[config.mk]
export PLATFORM = sky130hd
export DESIGN_NAME = axi_wr_burst_master
export DESIGN_NICKNAME = d
export VERILOG_FILES = /design/src/rtl/axi_wr_burst_master.sv
export SDC_FILE = /design/constraint.sdc
export NUM_CORES = 1
export LEC_CHECK = 0
export BUFFER_PORTS_ARGS = -buffer_cell sky130_fd_sc_hd__buf_2
export CORE_ASPECT_RATIO = 0.6
export CORE_MARGIN = 2
export CORE_UTILIZATION = 43
export CTS_CLUSTER_DIAMETER = 80
export DETAILED_ROUTE_END_ITERATION = 12
export PLACE_DENSITY_LB_ADDON = 0.25
export SLEW_MARGIN = 10
export SYNTH_ARGS = -nofsm -noshare
export SYNTH_HDL_FRONTEND = slang
export SYNTH_SLANG_ARGS = --single-unit
[constraint.sdc]
create_clock -name ACLK -period 2.8 [get_ports ACLK]
set_input_delay 0.28 -clock ACLK [delete_from_list [all_inputs] [get_ports ACLK]]
set_output_delay 0.28 -clock ACLK [all_outputs]
set_load 0.03 [all_outputs]
[src/rtl/axi_wr_burst_master.sv]
// AXI4 write-burst master: takes one burst command at a time, issues AW, streams W beats from
// a simple valid/ready source, and tracks outstanding B responses up to MAX_OUTSTANDING.
module axi_wr_burst_master #(
    parameter int unsigned DATA_LEN        = 32,
    parameter int unsigned NUM_ID          = 4,
    parameter int unsigned NUM_USER        = 1,
    parameter int unsigned MAX_OUTSTANDING = 4
) (
    input  logic                    ACLK,
    input  logic                    ARESETn,

    input  logic                    cmd_valid,
    output logic                    cmd_ready,
    input  logic [31:0]             cmd_addr,
    input  logic [7:0]              cmd_len,
    input  logic [2:0]              cmd_size,
    input  logic [1:0]              cmd_burst,
    input  logic [NUM_ID-1:0]       cmd_id,

    input  logic                    wd_valid,
    output logic                    wd_ready,
    input  logic [DATA_LEN-1:0]     wd_data,
    input  logic [DATA_LEN/8-1:0]   wd_strb,

    output logic                    AWVALID,
    input  logic                    AWREADY,
    output logic [31:0]             AWADDR,
    output logic [2:0]              AWSIZE,
    output logic [1:0]              AWBURST,
    output logic [NUM_ID-1:0]       AWID,
    output logic [7:0]              AWLEN,
    output logic [3:0]              AWCACHE,
    output logic [2:0]              AWPROT,
    output logic                    AWLOCK,
    output logic [3:0]              AWQOS,
    output logic [3:0]              AWREGION,
    output logic [NUM_USER-1:0]     AWUSER,

    output logic                    WVALID,
    input  logic                    WREADY,
    output logic                    WLAST,
    output logic [DATA_LEN-1:0]     WDATA,
    output logic [DATA_LEN/8-1:0]   WSTRB,
    output logic [NUM_USER-1:0]     WUSER,

    input  logic                    BVALID,
    output logic                    BREADY,
    input  logic [1:0]              BRESP,
    input  logic [NUM_ID-1:0]       BID,

    output logic                    rsp_valid,
    output logic [NUM_ID-1:0]       rsp_id,
    output logic [1:0]              rsp_resp,
    output logic                    cmd_err,
    output logic [3:0]              outstanding
);

    localparam logic [2:0] MaxSize = 3'($clog2(DATA_LEN / 8));
    localparam logic [3:0] MaxOut  = 4'(MAX_OUTSTANDING);

    typedef enum logic [1:0] {StIdle, StAddr, StData} state_e;

    state_e              state_q;
    logic                awvalid_q;
    logic [31:0]         awaddr_q;
    logic [7:0]          awlen_q;
    logic [2:0]          awsize_q;
    logic [1:0]          awburst_q;
    logic [NUM_ID-1:0]   awid_q;
    logic [7:0]          beat_q;
    logic [3:0]          outstanding_q;
    logic                rsp_valid_q;
    logic [NUM_ID-1:0]   rsp_id_q;
    logic [1:0]          rsp_resp_q;
    logic                cmd_err_q;

    logic cmd_hs;
    logic cmd_illegal;
    logic wrap_len_ok;
    logic aw_hs;
    logic w_hs;
    logic b_hs;

    // Gated by ARESETn so cmd_ready is low during reset yet high on the first edge after it.
    assign cmd_ready   = ARESETn && (state_q == StIdle) && (outstanding_q < MaxOut);
    assign cmd_hs      = cmd_valid && cmd_ready;
    assign wrap_len_ok = (cmd_len == 8'd1) || (cmd_len == 8'd3) ||
                         (cmd_len == 8'd7) || (cmd_len == 8'd15);
    assign cmd_illegal = (cmd_size > MaxSize) || (cmd_burst == 2'd3) ||
                         ((cmd_burst == 2'd2) && !wrap_len_ok);

    assign WVALID   = (state_q == StData) && wd_valid;
    assign wd_ready = (state_q == StData) && WREADY;
    assign WLAST    = (state_q == StData) && (beat_q == awlen_q);
    assign WDATA    = wd_data;
    assign WSTRB    = wd_strb;
    assign WUSER    = '0;

    assign AWVALID  = awvalid_q;
    assign AWADDR   = awaddr_q;
    assign AWLEN    = awlen_q;
    assign AWSIZE   = awsize_q;
    assign AWBURST  = awburst_q;
    assign AWID     = awid_q;
    assign AWCACHE  = 4'b0011;
    assign AWPROT   = 3'b000;
    assign AWLOCK   = 1'b0;
    assign AWQOS    = 4'b0000;
    assign AWREGION = 4'b0000;
    assign AWUSER   = '0;

    assign BREADY      = (outstanding_q != 4'd0);
    assign aw_hs       = awvalid_q && AWREADY;
    assign w_hs        = WVALID && WREADY;
    assign b_hs        = BVALID && BREADY;

    assign rsp_valid   = rsp_valid_q;
    assign rsp_id      = rsp_id_q;
    assign rsp_resp    = rsp_resp_q;
    assign cmd_err     = cmd_err_q;
    assign outstanding = outstanding_q;

    always_ff @(posedge ACLK or negedge ARESETn) begin
        if (!ARESETn) begin
            state_q       <= StIdle;
            awvalid_q     <= 1'b0;
            awaddr_q      <= '0;
            awlen_q       <= '0;
            awsize_q      <= '0;
            awburst_q     <= '0;
            awid_q        <= '0;
            beat_q        <= '0;
            outstanding_q <= '0;
            rsp_valid_q   <= 1'b0;
            rsp_id_q      <= '0;
            rsp_resp_q    <= '0;
            cmd_err_q     <= 1'b0;
        end else begin
            cmd_err_q   <= 1'b0;
            rsp_valid_q <= b_hs;
            if (b_hs) begin
                rsp_id_q   <= BID;
                rsp_resp_q <= BRESP;
            end

            if (aw_hs && !b_hs) begin
                outstanding_q <= outstanding_q + 4'd1;
            end else if (b_hs && !aw_hs) begin
                outstanding_q <= outstanding_q - 4'd1;
            end

            unique case (state_q)
                StIdle: begin
                    if (cmd_hs) begin
                        if (cmd_illegal) begin
                            cmd_err_q <= 1'b1;
                        end else begin
                            awaddr_q  <= cmd_addr;
                            awlen_q   <= cmd_len;
                            awsize_q  <= cmd_size;
                            awburst_q <= cmd_burst;
                            awid_q    <= cmd_id;
                            awvalid_q <= 1'b1;
                            state_q   <= StAddr;
                        end
                    end
                end
                StAddr: begin
                    if (AWREADY) begin
                        awvalid_q <= 1'b0;
                        beat_q    <= '0;
                        state_q   <= StData;
                    end
                end
                StData: begin
                    if (w_hs) begin
                        if (WLAST) begin
                            beat_q  <= '0;
                            state_q <= StIdle;
                        end else begin
                            beat_q <= beat_q + 8'd1;
                        end
                    end
                end
                default: state_q <= StIdle;
            endcase
        end
    end

endmodule

==> summary.txt <==
GRT
  – Via count of the first global-routing pass: 2,183
  – Number of antenna violations at the first check in global routing: 0
  – Largest net degree at the start of global routing: 73
  – Global-route wire length before repair: 11.0 mm
  – Residual overflow from global routing: 0
  – Total routing usage reported by global routing: 16.4%

STA
  – Headroom to the max-slew limit: 38.4%
  – Fin crit period: 2.47 ns
  – Total Negative Setup Slacks: 0 ns
  – RSZ-0062 raised after global routing: no
  – Actual slew at the worst max-slew pin: 0.924 ns
  – Worst-case clock skew: 0.00810 ns
  – Count of endpoints failing setup in the final report: 0
  – Total count of max-transition violations in the final report: 0
  – Final hold violation count: 0
  – Final cycle utilization of the critical path: 88.3%
  – Peak clock frequency supported by timing: 0.404 GHz

Power and ir drop
  – Clock group share of total power: 20.8%
  – Power per standard cell area: 1220 nW/um2
  – Switching power of the nets: 2.15 mW
  – P_int: 2.96 mW
  – Register share of total power: 35.5%
  – Largest vdd supply drop: 0.615 mV
  – Switching power share of the total: 42.1%
  – Proportion of power drawn by combinational gates: 43.7%
  – Leak Pwr: 2.24 nW

Clock tree
  – Root buffer selected by CTS: sky130_fd_sc_hd__clkbuf_16
  – Total CTS buffers: 9
  – Clk_lat worst skew: 0.33 ns
  – PostCTS Resize Cnt: 0
  – Post-CTS setup buffer count: 0
  – CTS tree: yes
  – H-tree Lvls: 3
  – CTS Buffer Depth: 2
  – Clock sinks: 72
  – Clock-pin slew reported for the worst setup and hold paths after clock tree synthesis: 0.05 ns
  – Post-CTS Hold Fix Bufs: 0

Routing
  – Number of nets with antenna violations after routing: 0
  – DR pass1 iterations: 4
  – Routed wire length: 7.00 mm
  – Violation count after the first detailed-routing iteration: 92
  – Total number of vias: 2,343
  – Avg Vias per Cell: 4.63
  – DRC: 0
  – Average routed wire per standard cell: 13.8 um

Synth
  – Number of synthesized register bits: 72
  – Number of instances in the synthesized netlist: 295
  – Synth area leader: sky130_fd_sc_hd__dfrtp_1
  – Syn Area/Cell: 11.9 um2
  – Most common cell in the synthesized netlist: sky130_fd_sc_hd__dfrtp_1
  – Cells taking the most area after synthesis: sky130_fd_sc_hd__dfrtp_1 (51%), sky130_fd_sc_hd__mux2_2 (15%), sky130_fd_sc_hd__buf_4 (12%)
  – Number of enable flip-flop cells after synthesis: 0
  – Fraction of the yosys area taken by sequential cells: 51.5%
  – Synth unique cells: 37
  – List of most frequent post-synthesis cells: sky130_fd_sc_hd__dfrtp_1 (72), sky130_fd_sc_hd__buf_4 (54), sky130_fd_sc_hd__mux2_2 (46)
  – Synth Flop Type: sky130_fd_sc_hd__dfrtp_1
  – Yosys Warn Count: 0
  – Post-synth design cell area: 3500 um2
  – Area share of the leading cell type in the synthesized netlist: 51.5%
  – Share of synthesized registers carrying an async set or reset: 100%

Placed design
  – Routability cong.: 0.787
  – HPWL reported at the end of detailed placement: 5.20 mm
  – Number of buffers inserted by port buffering: 128

Hold path
  – Hold Path Class: in -> reg

Flow run
  – Max-cap check violation count: 0

Layout
  – Number of antenna repair diodes: 0
  – Finished Core Util: 53.1%
  – Area Growth Syn to Fin: 19.7%
  – Proportion of layout cells with a drive suffix above 1: 48.7%
  – Number of nets in the layout: 496

Critical path
  – Startpoint-to-endpoint class of the critical path: reg -> reg
  – Biggest fanout along the worst timing path: 5
  – Nature of the critical path startpoint: register
  – Data required time at the worst endpoint: 3.01 ns
  – Crit. End Element: register
  – Worst Path Arrival: 2.68 ns

Status
  – Result of the run: complete, no violations

Die
  – Std-Cell Rows: 25
  – Core Region: 7880 um2
  – Overall die area: 8900 um2
  – Width of the chip: 120 um
  – Top-level I/O count: 219
  – Initial core utilization: 44.4%
  – Die Y-Extent: 73.9 um
==> cell families after synthesis <==
kind of cell               synth area share, %
xor gates and xnor gates                  3.00
and+or+nand+nor                           9.04
buffers and inverters                     14.0
adders and majority gates                 2.00
DFF                                       51.5
other                                    0.215
AOI/OAI and AO/OA                         4.50
muxes                                     15.8
==> power by group through the flow <==
stage	combinational, mW	sequential, mW	clock, mW
6_report	2.23	1.82	1.07
5_1_grt	2.39	1.89	1.14
4_1_cts	2.26	1.82	1.10
3_5_place_dp	2.26	1.83	0
3_3_place_gp	2.22	1.81	0
2_1_floorplan	0.874	2.62	0
==> registers in the layout, indices dropped and copies added (netlist names), 3 cells and up <==
register,flops
outstanding,4
AWLEN,8
AWID,4
AWADDR,32
rsp_id,4
AWSIZE,3
beat_q,8
==> final cells by class <==
class | instances | area [um2]
Multi-Input combinational cell | 175 | 1270
Clock inverter | 2 | 12.5
Tap cell | 108 | 135
Clock buffer | 14 | 274
Fill cell | 716 | 3690
Timing Repair Buffer | 132 | 686
Inverter | 3 | 11.3
Sequential cell | 72 | 1800
==> path summary, 6_finish.rpt <==
path / start / end / slack [ns] / cells past startpoint
min in group asynchronous: ARESETn / AWADDR[24] / 0.18 / 2
worst min-delay path: BRESP[1] / rsp_resp[1] / 0.14 / 3
worst max-delay path: outstanding[2] / outstanding[3] / 0.33 / 10
max in group asynchronous: ARESETn / rsp_id[3] / 1.98 / 2
worst min register to register: rsp_id[3] / rsp_id[3] / 0.47 / 2
worst max register to register: outstanding[2] / outstanding[3] / 0.33 / 10
==> critical path: stages, from the launching register on <==
cell                      delay, ns
sky130_fd_sc_hd__dfrtp_1       0.43
sky130_fd_sc_hd__or4_1         0.53
sky130_fd_sc_hd__nand2_1       0.11
sky130_fd_sc_hd__ha_1          0.19
sky130_fd_sc_hd__inv_1         0.10
sky130_fd_sc_hd__ha_1          0.30
sky130_fd_sc_hd__a21o_1        0.16
sky130_fd_sc_hd__a21oi_1       0.18
sky130_fd_sc_hd__xnor2_1       0.15
sky130_fd_sc_hd__nor2_1        0.07
sky130_fd_sc_hd__xor2_1        0.14
==> layout by cell type (no fill, tap or decap), types with 2 or more instances in the layout <==
cell type,Yosys,final
sky130_fd_sc_hd__nor2b_1,3,3
sky130_fd_sc_hd__nand2b_1,3,3
sky130_fd_sc_hd__nor4_1,4,4
sky130_fd_sc_hd__inv_1,3,3
sky130_fd_sc_hd__mux2_1,3,3
sky130_fd_sc_hd__ha_1,4,4
sky130_fd_sc_hd__a211oi_1,2,2
sky130_fd_sc_hd__conb_1,2,18
sky130_fd_sc_hd__and2_1,4,4
sky130_fd_sc_hd__clkbuf_1,2,2
sky130_fd_sc_hd__nand3_1,5,5
sky130_fd_sc_hd__clkbuf_8,4,3
sky130_fd_sc_hd__a21oi_1,6,6
sky130_fd_sc_hd__nor2_1,2,2
sky130_fd_sc_hd__mux2_2,46,46
sky130_fd_sc_hd__nand2_1,35,35
sky130_fd_sc_hd__nor3_1,2,2
sky130_fd_sc_hd__clkbuf_16,0,9
sky130_fd_sc_hd__dfrtp_1,72,72
sky130_fd_sc_hd__o31ai_1,2,2
sky130_fd_sc_hd__a21o_1,2,2
sky130_fd_sc_hd__o21ai_0,10,10
sky130_fd_sc_hd__xnor2_1,3,3
sky130_fd_sc_hd__xor2_1,9,9
sky130_fd_sc_hd__buf_4,54,4
sky130_fd_sc_hd__buf_2,0,127
==> stage by stage <==
| step | area [um2] | cells | worst slack [ns] | power (mW) | hold WS [ns] |
|---|---|---|---|---|---|
| after global routing | 4190 | 506 | 0.197 | 5.43 | 0.136 |
| after global placement | 3900 | 490 | 0.465 | 4.03 | 0.454 |
| final | 4190 | 506 | 0.328 | 5.12 | 0.140 |
| after detailed placement | 3900 | 490 | 0.336 | 4.09 | 0.458 |
| after CTS | 4190 | 506 | 0.322 | 5.18 | 0.128 |
| after floorplan | 3560 | 311 | 0.00912 | 3.50 | -0.0156 |
==> routing by layer <==
layer  vias up  track usage (%)  routed length [um]
li1       1127                -                   -
met1      1120             22.2                3340
met2        85             23.9                3080
met3        11             6.29                 491
met4         0             6.46                  82
met5         -                0                   0
No activity file was read; power rests on OpenSTA's default activity.
